## config.mk

```make
export PLATFORM = sky130hd
export DESIGN_NAME = instruction_fetch
export DESIGN_NICKNAME = d
export VERILOG_FILES = /design/src/rtl/instruction_fetch.sv
export SDC_FILE = /design/constraint.sdc
export NUM_CORES = 1
export LEC_CHECK = 0
export CORE_ASPECT_RATIO = 1.1
export CORE_MARGIN = 1
export CORE_UTILIZATION = 54
export CTS_CLUSTER_SIZE = 30
export DETAILED_ROUTE_END_ITERATION = 10
export PLACE_DENSITY_LB_ADDON = 0.1
export SLEW_MARGIN = 20
export SYNTH_ARGS = -nofsm -noshare
export SYNTH_HDL_FRONTEND = slang
export SYNTH_SLANG_ARGS = --single-unit
```

## constraint.sdc

```tcl
create_clock -name clock -period 3.8 [get_ports clock]
set_input_delay 0.76 -clock clock [delete_from_list [all_inputs] [get_ports clock]]
set_output_delay 0.76 -clock clock [all_outputs]
set_load 0.005 [all_outputs]
```

## src/rtl/instruction_fetch.sv

```systemverilog
// Fetch stage: single-outstanding imem reads feeding a small {pc, word} FIFO.
// Optional same-cycle ack-to-decoder bypass is enabled by defining IFETCH_BYPASS_EN.
module instruction_fetch #(
  parameter int INSTR_W = 20,
  parameter int DEPTH   = 2
) (
  input  logic               clock,
  input  logic               reset,
  input  logic [19:0]        pc,
  input  logic               redirect,
  output logic               pcWrite,
  output logic               imemReq,
  output logic [19:0]        imemAddr,
  input  logic               imemAck,
  input  logic [INSTR_W-1:0] imemData,
  output logic               instrValid,
  output logic [INSTR_W-1:0] instr,
  output logic [19:0]        instrPc,
  input  logic               instrReady
);

  localparam int PTR_W = $clog2(DEPTH);
  localparam int CNT_W = PTR_W + 1;

  typedef enum logic [1:0] {IDLE, REQ, DRAIN} state_t;

  state_t             state_q, state_d;
  logic               req_q, req_d;
  logic [19:0]        addr_q, addr_d;
  logic [CNT_W-1:0]   count_q, count_d;
  logic [PTR_W-1:0]   wr_ptr_q, wr_ptr_d;
  logic [PTR_W-1:0]   rd_ptr_q, rd_ptr_d;
  logic [INSTR_W-1:0] data_mem [DEPTH];
  logic [19:0]        pc_mem   [DEPTH];

  logic accept, push, pop, fifo_empty;

  // A word is accepted only from a live request; DRAIN acks are thrown away.
  assign accept     = (state_q == REQ) && imemAck && !redirect;
  assign pcWrite    = accept;
  assign fifo_empty = (count_q == '0);
  assign imemReq    = req_q;
  assign imemAddr   = addr_q;

`ifdef IFETCH_BYPASS_EN
  logic bypass;
  assign bypass     = accept && fifo_empty;
  assign push       = accept && !(bypass && instrReady);
  assign instrValid = !fifo_empty || bypass;
  assign instr      = !fifo_empty ? data_mem[rd_ptr_q] : (bypass ? imemData : '0);
  assign instrPc    = !fifo_empty ? pc_mem[rd_ptr_q]   : (bypass ? addr_q   : '0);
`else
  assign push       = accept;
  assign instrValid = !fifo_empty;
  assign instr      = fifo_empty ? '0 : data_mem[rd_ptr_q];
  assign instrPc    = fifo_empty ? '0 : pc_mem[rd_ptr_q];
`endif

  assign pop = !fifo_empty && instrReady;

  always_comb begin
    count_d  = count_q;
    wr_ptr_d = wr_ptr_q;
    rd_ptr_d = rd_ptr_q;
    if (redirect) begin
      count_d  = '0;
      wr_ptr_d = '0;
      rd_ptr_d = '0;
    end else begin
      count_d  = count_q + CNT_W'(push) - CNT_W'(pop);
      wr_ptr_d = wr_ptr_q + PTR_W'(push);
      rd_ptr_d = rd_ptr_q + PTR_W'(pop);
    end
  end

  always_comb begin
    state_d = state_q;
    addr_d  = addr_q;
    case (state_q)
      IDLE: begin
        if ((count_q < CNT_W'(DEPTH)) && !redirect) begin
          state_d = REQ;
          addr_d  = pc;
        end
      end
      REQ: begin
        if (imemAck) begin
          // Back-to-back fetch continues at the next sequential address.
          if (!redirect && (count_d < CNT_W'(DEPTH))) begin
            addr_d = addr_q + 20'd1;
          end else begin
            state_d = IDLE;
          end
        end else if (redirect) begin
          state_d = DRAIN;
        end
      end
      DRAIN: begin
        if (imemAck) begin
          state_d = IDLE;
        end
      end
      default: state_d = IDLE;
    endcase
    req_d = (state_d != IDLE);
  end

  always_ff @(posedge clock or negedge reset) begin
    if (!reset) begin
      state_q  <= IDLE;
      req_q    <= 1'b0;
      addr_q   <= '0;
      count_q  <= '0;
      wr_ptr_q <= '0;
      rd_ptr_q <= '0;
    end else begin
      state_q  <= state_d;
      req_q    <= req_d;
      addr_q   <= addr_d;
      count_q  <= count_d;
      wr_ptr_q <= wr_ptr_d;
      rd_ptr_q <= rd_ptr_d;
    end
  end

  // Storage needs no reset: entries are only visible while count is non-zero.
  always_ff @(posedge clock) begin
    if (push) begin
      data_mem[wr_ptr_q] <= imemData;
      pc_mem[wr_ptr_q]   <= addr_q;
    end
  end

endmodule
```

### After elaboration in Yosys (flattened, before gate mapping)

Memory sizes are Yosys's and may differ from the RTL's.
Cells that the tools add are included.

* $lt $le $gt $ge: 2
* reduce and logical (&&, ||, !) cells: 12
* add/subtract/negate cells: 5
* muxes and demuxes: 17
* eq/ne operators: 5

Operator list (number)
* 2-to-1 mux 20 bit: 5
* case mux 20 bit (2 select lines): 1
* adder 20 x 1 -> 20 bit, second input constant: 1
* 2-to-1 mux 2 bit: 6
* case mux 2 bit (3 select lines): 1
* logical AND 1 bit: 5
* logical NOT 2 bit: 2
* less-than comparator 2 bit, second input constant: 2
* 2-to-1 mux 1 bit: 4
* != test 2 bit, second input constant: 2
* AND reduction 4 bit: 1
* nonzero test 2 bit: 2
* adder 1 bit: 2
* adder 2 x 1 -> 2 bit: 1
* == test 2 x 1 -> 1 bit, second input constant: 1
* == test 2 bit, second input constant: 1
* logical NOT 1 bit: 2
* != test 2 x 1 -> 1 bit, second input constant: 1
* subtractor 2 x 1 -> 2 bit: 1

* flip-flop bits (word level): 27
* input port bits: 45
* RAM bits: 80
* memories kept: 2

Memories
* data_mem: depth 2, width 20, read ports 1, clocked after memory_dff 0, write ports 1, RTL line 33 `logic [INSTR_W-1:0] data_mem [DEPTH];`
* pc_mem: depth 2, width 20, read ports 1, clocked after memory_dff 0, write ports 1, RTL line 34 `logic [19:0] pc_mem [DEPTH];`

### Depth between registers and ports, before layout

* depth after elaboration: 12
* mapped depth: 12
* depth with buffers taken out: 11

### Worst setup path before layout

OpenSTA, ideal clock, no wires.

* path type: input to register
* from: input imemAck
* to: memory data_mem[1][0] (enable)
* stages on the path: 3
* arrival: 2.291 ns
* path buffers: 0
* path slack: 1.108 ns
* cells stage by stage: inv_1 -> nor3_1 -> ha_1

* cells in the longest elaborated chain, start to end: 4

RTL lines
* start, declared: RTL line 14 `input logic imemAck,`
* logical AND 1 bit (2 in a row): RTL line 39 `assign accept = (state_q == REQ) && imemAck && !redirect;`
* via pcWrite: RTL line 11 `output logic pcWrite,`
* 2-to-1 mux 1 bit: RTL line 128 `if (push) begin`
* 2-to-1 mux 1 bit (not written as such): RTL line 129 `data_mem[wr_ptr_q] <= imemData;`
* end, declared: RTL line 33

The timed path passes the listed nets, and every way through them passes these cells.

### Final worst setup path

* from: input imemAck
* to: output pcWrite

* cells in the longest elaborated chain, start to end: 2

RTL lines (RTL line)
* logical AND 1 bit (2 in a row): 39
* end, declared: 11

No other way between the ends.

==> impl_metrics.tcl <==
set metrics [dict create \
    status "finished, final reports clean" \
    grt_use_total_pct 21.57 \
    synth-seq-area-share_pct 65.30 \
    drt-initial-drc-count 144 \
    dp_slack_ns 0.3963 \
    synth_fp_nets 409 \
    worst_pin_slew_ns 1.078 \
    cts_root_buf "clkbuf_8" \
    clock_skew_ns 0.01127 \
    path_cells "clkdlybuf4s50_1 -> inv_1 -> nor3_1 -> clkdlybuf4s50_1" \
    postRouteAntennaNets 0 \
    syn_to_final_growth_pct 29.49 \
    rows 35 \
    hp-class "reg2reg" \
    setup_slack_ns 0.5680 \
    ir_drop_uv 501.6 \
    io_buffers 107 \
    pwr-share-clk_pct 16.2 \
    cts.repair.resized 0 \
    wl_per_cell_um 15.94 \
    clock_latency_ns 0.36 \
    cp-end-kind "output pin" \
    drc 0 \
    cts_sinks 107 \
    crit_type "in2out" \
    maxCapViolCount 0 \
    fmax_ghz 0.3094 \
    seqPwrFrac_pct 42.0 \
    hpwl_um 6227 \
    overflow 0 \
    final_cell_mix "clkdlybuf4s50_1, edfxtp_1, nor2_1, mux2i_1, dfrtp_1" \
    post_cts_buffers 0 \
    worstSetupStartpointType "input pin" \
    swShare_pct 34.27 \
    grt_max_degree 41 \
    required_ns 3.04 \
    setup_viol 0 \
    utilization_pct 72.59 \
    rsz0062_at_grt "false" \
    ys_types 46 \
    insertedDiodeCount 0 \
    synth_ff_type "edfxtp_1" \
    setup_tns_ns 0 \
    die_h_um 99.99 \
    grt_pass1_vias 3030 \
    antenna_found_initial 0 \
    dpl-instance-area_mm2 0.005904 \
    synth_cells 359 \
    dieArea_mm2 0.009106 \
    h-tree-depth 3 \
    synth_edf_count 80 \
    ys_ff_latch 107 \
    cts.reportedPaths.clkPinSlew_ns 0.10 \
    final_cells 582 \
    grt_pass1_wl_um 15040 \
    p_leak_nw 2.080 \
    via_count 3202 \
    cts_buffers 9 \
    globalplace.congestion 0.9208 \
    worst_slew_margin_rel_pct 27.84 \
    p_switching_mw 1.465 \
    p_int_mw 2.809 \
    ios 108 \
    hold_buffers 0 \
    drive_gt1_share_pct 11.04 \
    powerDensity_mw_per_mm2 700.1 \
    syn_area_per_cell_um2 13.13 \
    coreArea_mm2 0.008408 \
    final_nets 516 \
    slowest_stage "clkdlybuf4s50_1" \
    synthArstFlopShare_pct 25.23 \
    die_x_um 91.08 \
    final_common_cell "clkdlybuf4s50_1" \
    post-place-cells 566 \
    p_total_mw 4.273 \
    crit_path_max_incr_delay_ns 0.61 \
    worstPathMaxFanout 5 \
    holdWs_ns 0.5935 \
    final_hold_viol_count 0 \
    drt-total-wl_um 9275 \
    fin_area_mm2 0.006103 \
    vias_per_cell 5.502 \
    cts_tree "yes" \
    critPathArrivalTime_ns 2.47 \
    cpMostUsedCell "clkdlybuf4s50_1" \
    start_util_pct 56.06 \
    drv_slew 0 \
    clock_path_buffers 2 \
    period_share_pct 85.05 \
    drt_pass1_iterations 4 \
    synth_area_mm2 0.004713 \
    combPwrFrac_pct 41.8 \
    synth_warnings 0 \
    nFillCells 589 \
    fin_crit_ns 3.232 \
]
-- layout make-up --
type,instances,area (um2),share of cell area (%)
clock buffers,10,127.6,2.091
multi-input cells,227,1516,24.85
well taps,111,138.9,2.276
inverters,5,18.77,0.3075
repair buffers,116,1151,18.86
clock inverters,6,71.32,1.169
flip-flops and latches,107,3079,50.45
-- synth_stat cells, types with 2 or more instances --
cell       count  share of area [%]
edfxtp_1      80                 51
nor2_1        53                4.2
mux2i_1       41                8.7
dfrtp_1       27                 14
a21oi_1       23                2.4
nand2_1       18                1.4
o21ai_0       12                1.3
buf_2          8               0.85
nand3_1        7               0.74
nand4_1        7               0.93
o22ai_1        7               0.93
clkbuf_1       6               0.48
a21oi_2        5               0.93
ha_1           5                1.3
inv_1          5               0.40
a2bb2oi_2      4                1.3
a31oi_1        4               0.53
and4_1         4               0.74
buf_4          4               0.64
nand2b_1       4               0.53
nor2b_1        3               0.40
nor3_1         3               0.32
o22a_2         3               0.64
a2bb2oi_1      2               0.37
and2_1         2               0.27
buf_6          2               0.48
-- per-layer routing --
layer  part of all wire, %  track usage [%]  vias to the layer above
li1                      -                -                     1550
met1                    44            28.85                     1517
met2                    49            34.79                      119
met3                   5.4            3.939                       16
met4                   2.0            9.890                        0
met5                     0                0                        -
-- worst max-delay path, delay by kind of cell --
kind	cells	cell delay, ns
buf+inv	3	1.24
simple gates	1	0.48
-- path summary, 6_finish.rpt --
kind	startpoint	end	slack [ns]	depth (start not counted)
max	imemAck	pcWrite	0.57	4
min	imemAddr[15]	pc_mem[1][15]	0.59	0
max reg2reg	state_q[1]	imemAddr[3]	0.91	9
min reg2reg	imemAddr[15]	pc_mem[1][15]	0.59	0
max in group asynchronous	reset	rd_ptr_q	2.47	2
min in group asynchronous	reset	imemAddr[17]	0.70	1
-- power by group through the flow --
stage	logic (mW)	registers, mW	clock network [mW]
2_1_floorplan	0.978	1.70	0
4_1_cts	1.80	1.79	0.702
3_3_place_gp	1.76	1.80	0
5_1_grt	1.96	1.83	0.742
6_report	1.79	1.79	0.693
3_5_place_dp	1.79	1.81	0
-- flip-flops by register name (all words and copies together) (netlist names) --
name,flops
state_q,2
data_mem,40
imemReq,1
count_q,2
wr_ptr_q,1
pc_mem,40
rd_ptr_q,1
imemAddr,20
-- kinds of logic after synthesis --
kind of cell,after synthesis,share of synthesized area [%]
and+or+nand+nor,110,11.26
muxes,41,8.707
xor gates and xnor gates,2,0.5311
DFF,107,65.30
adders and majority gates,5,1.327
buffers and inverters,25,2.840
AOI/OAI and AO/OA,69,10.03
No activity file was read; power rests on OpenSTA's default activity.
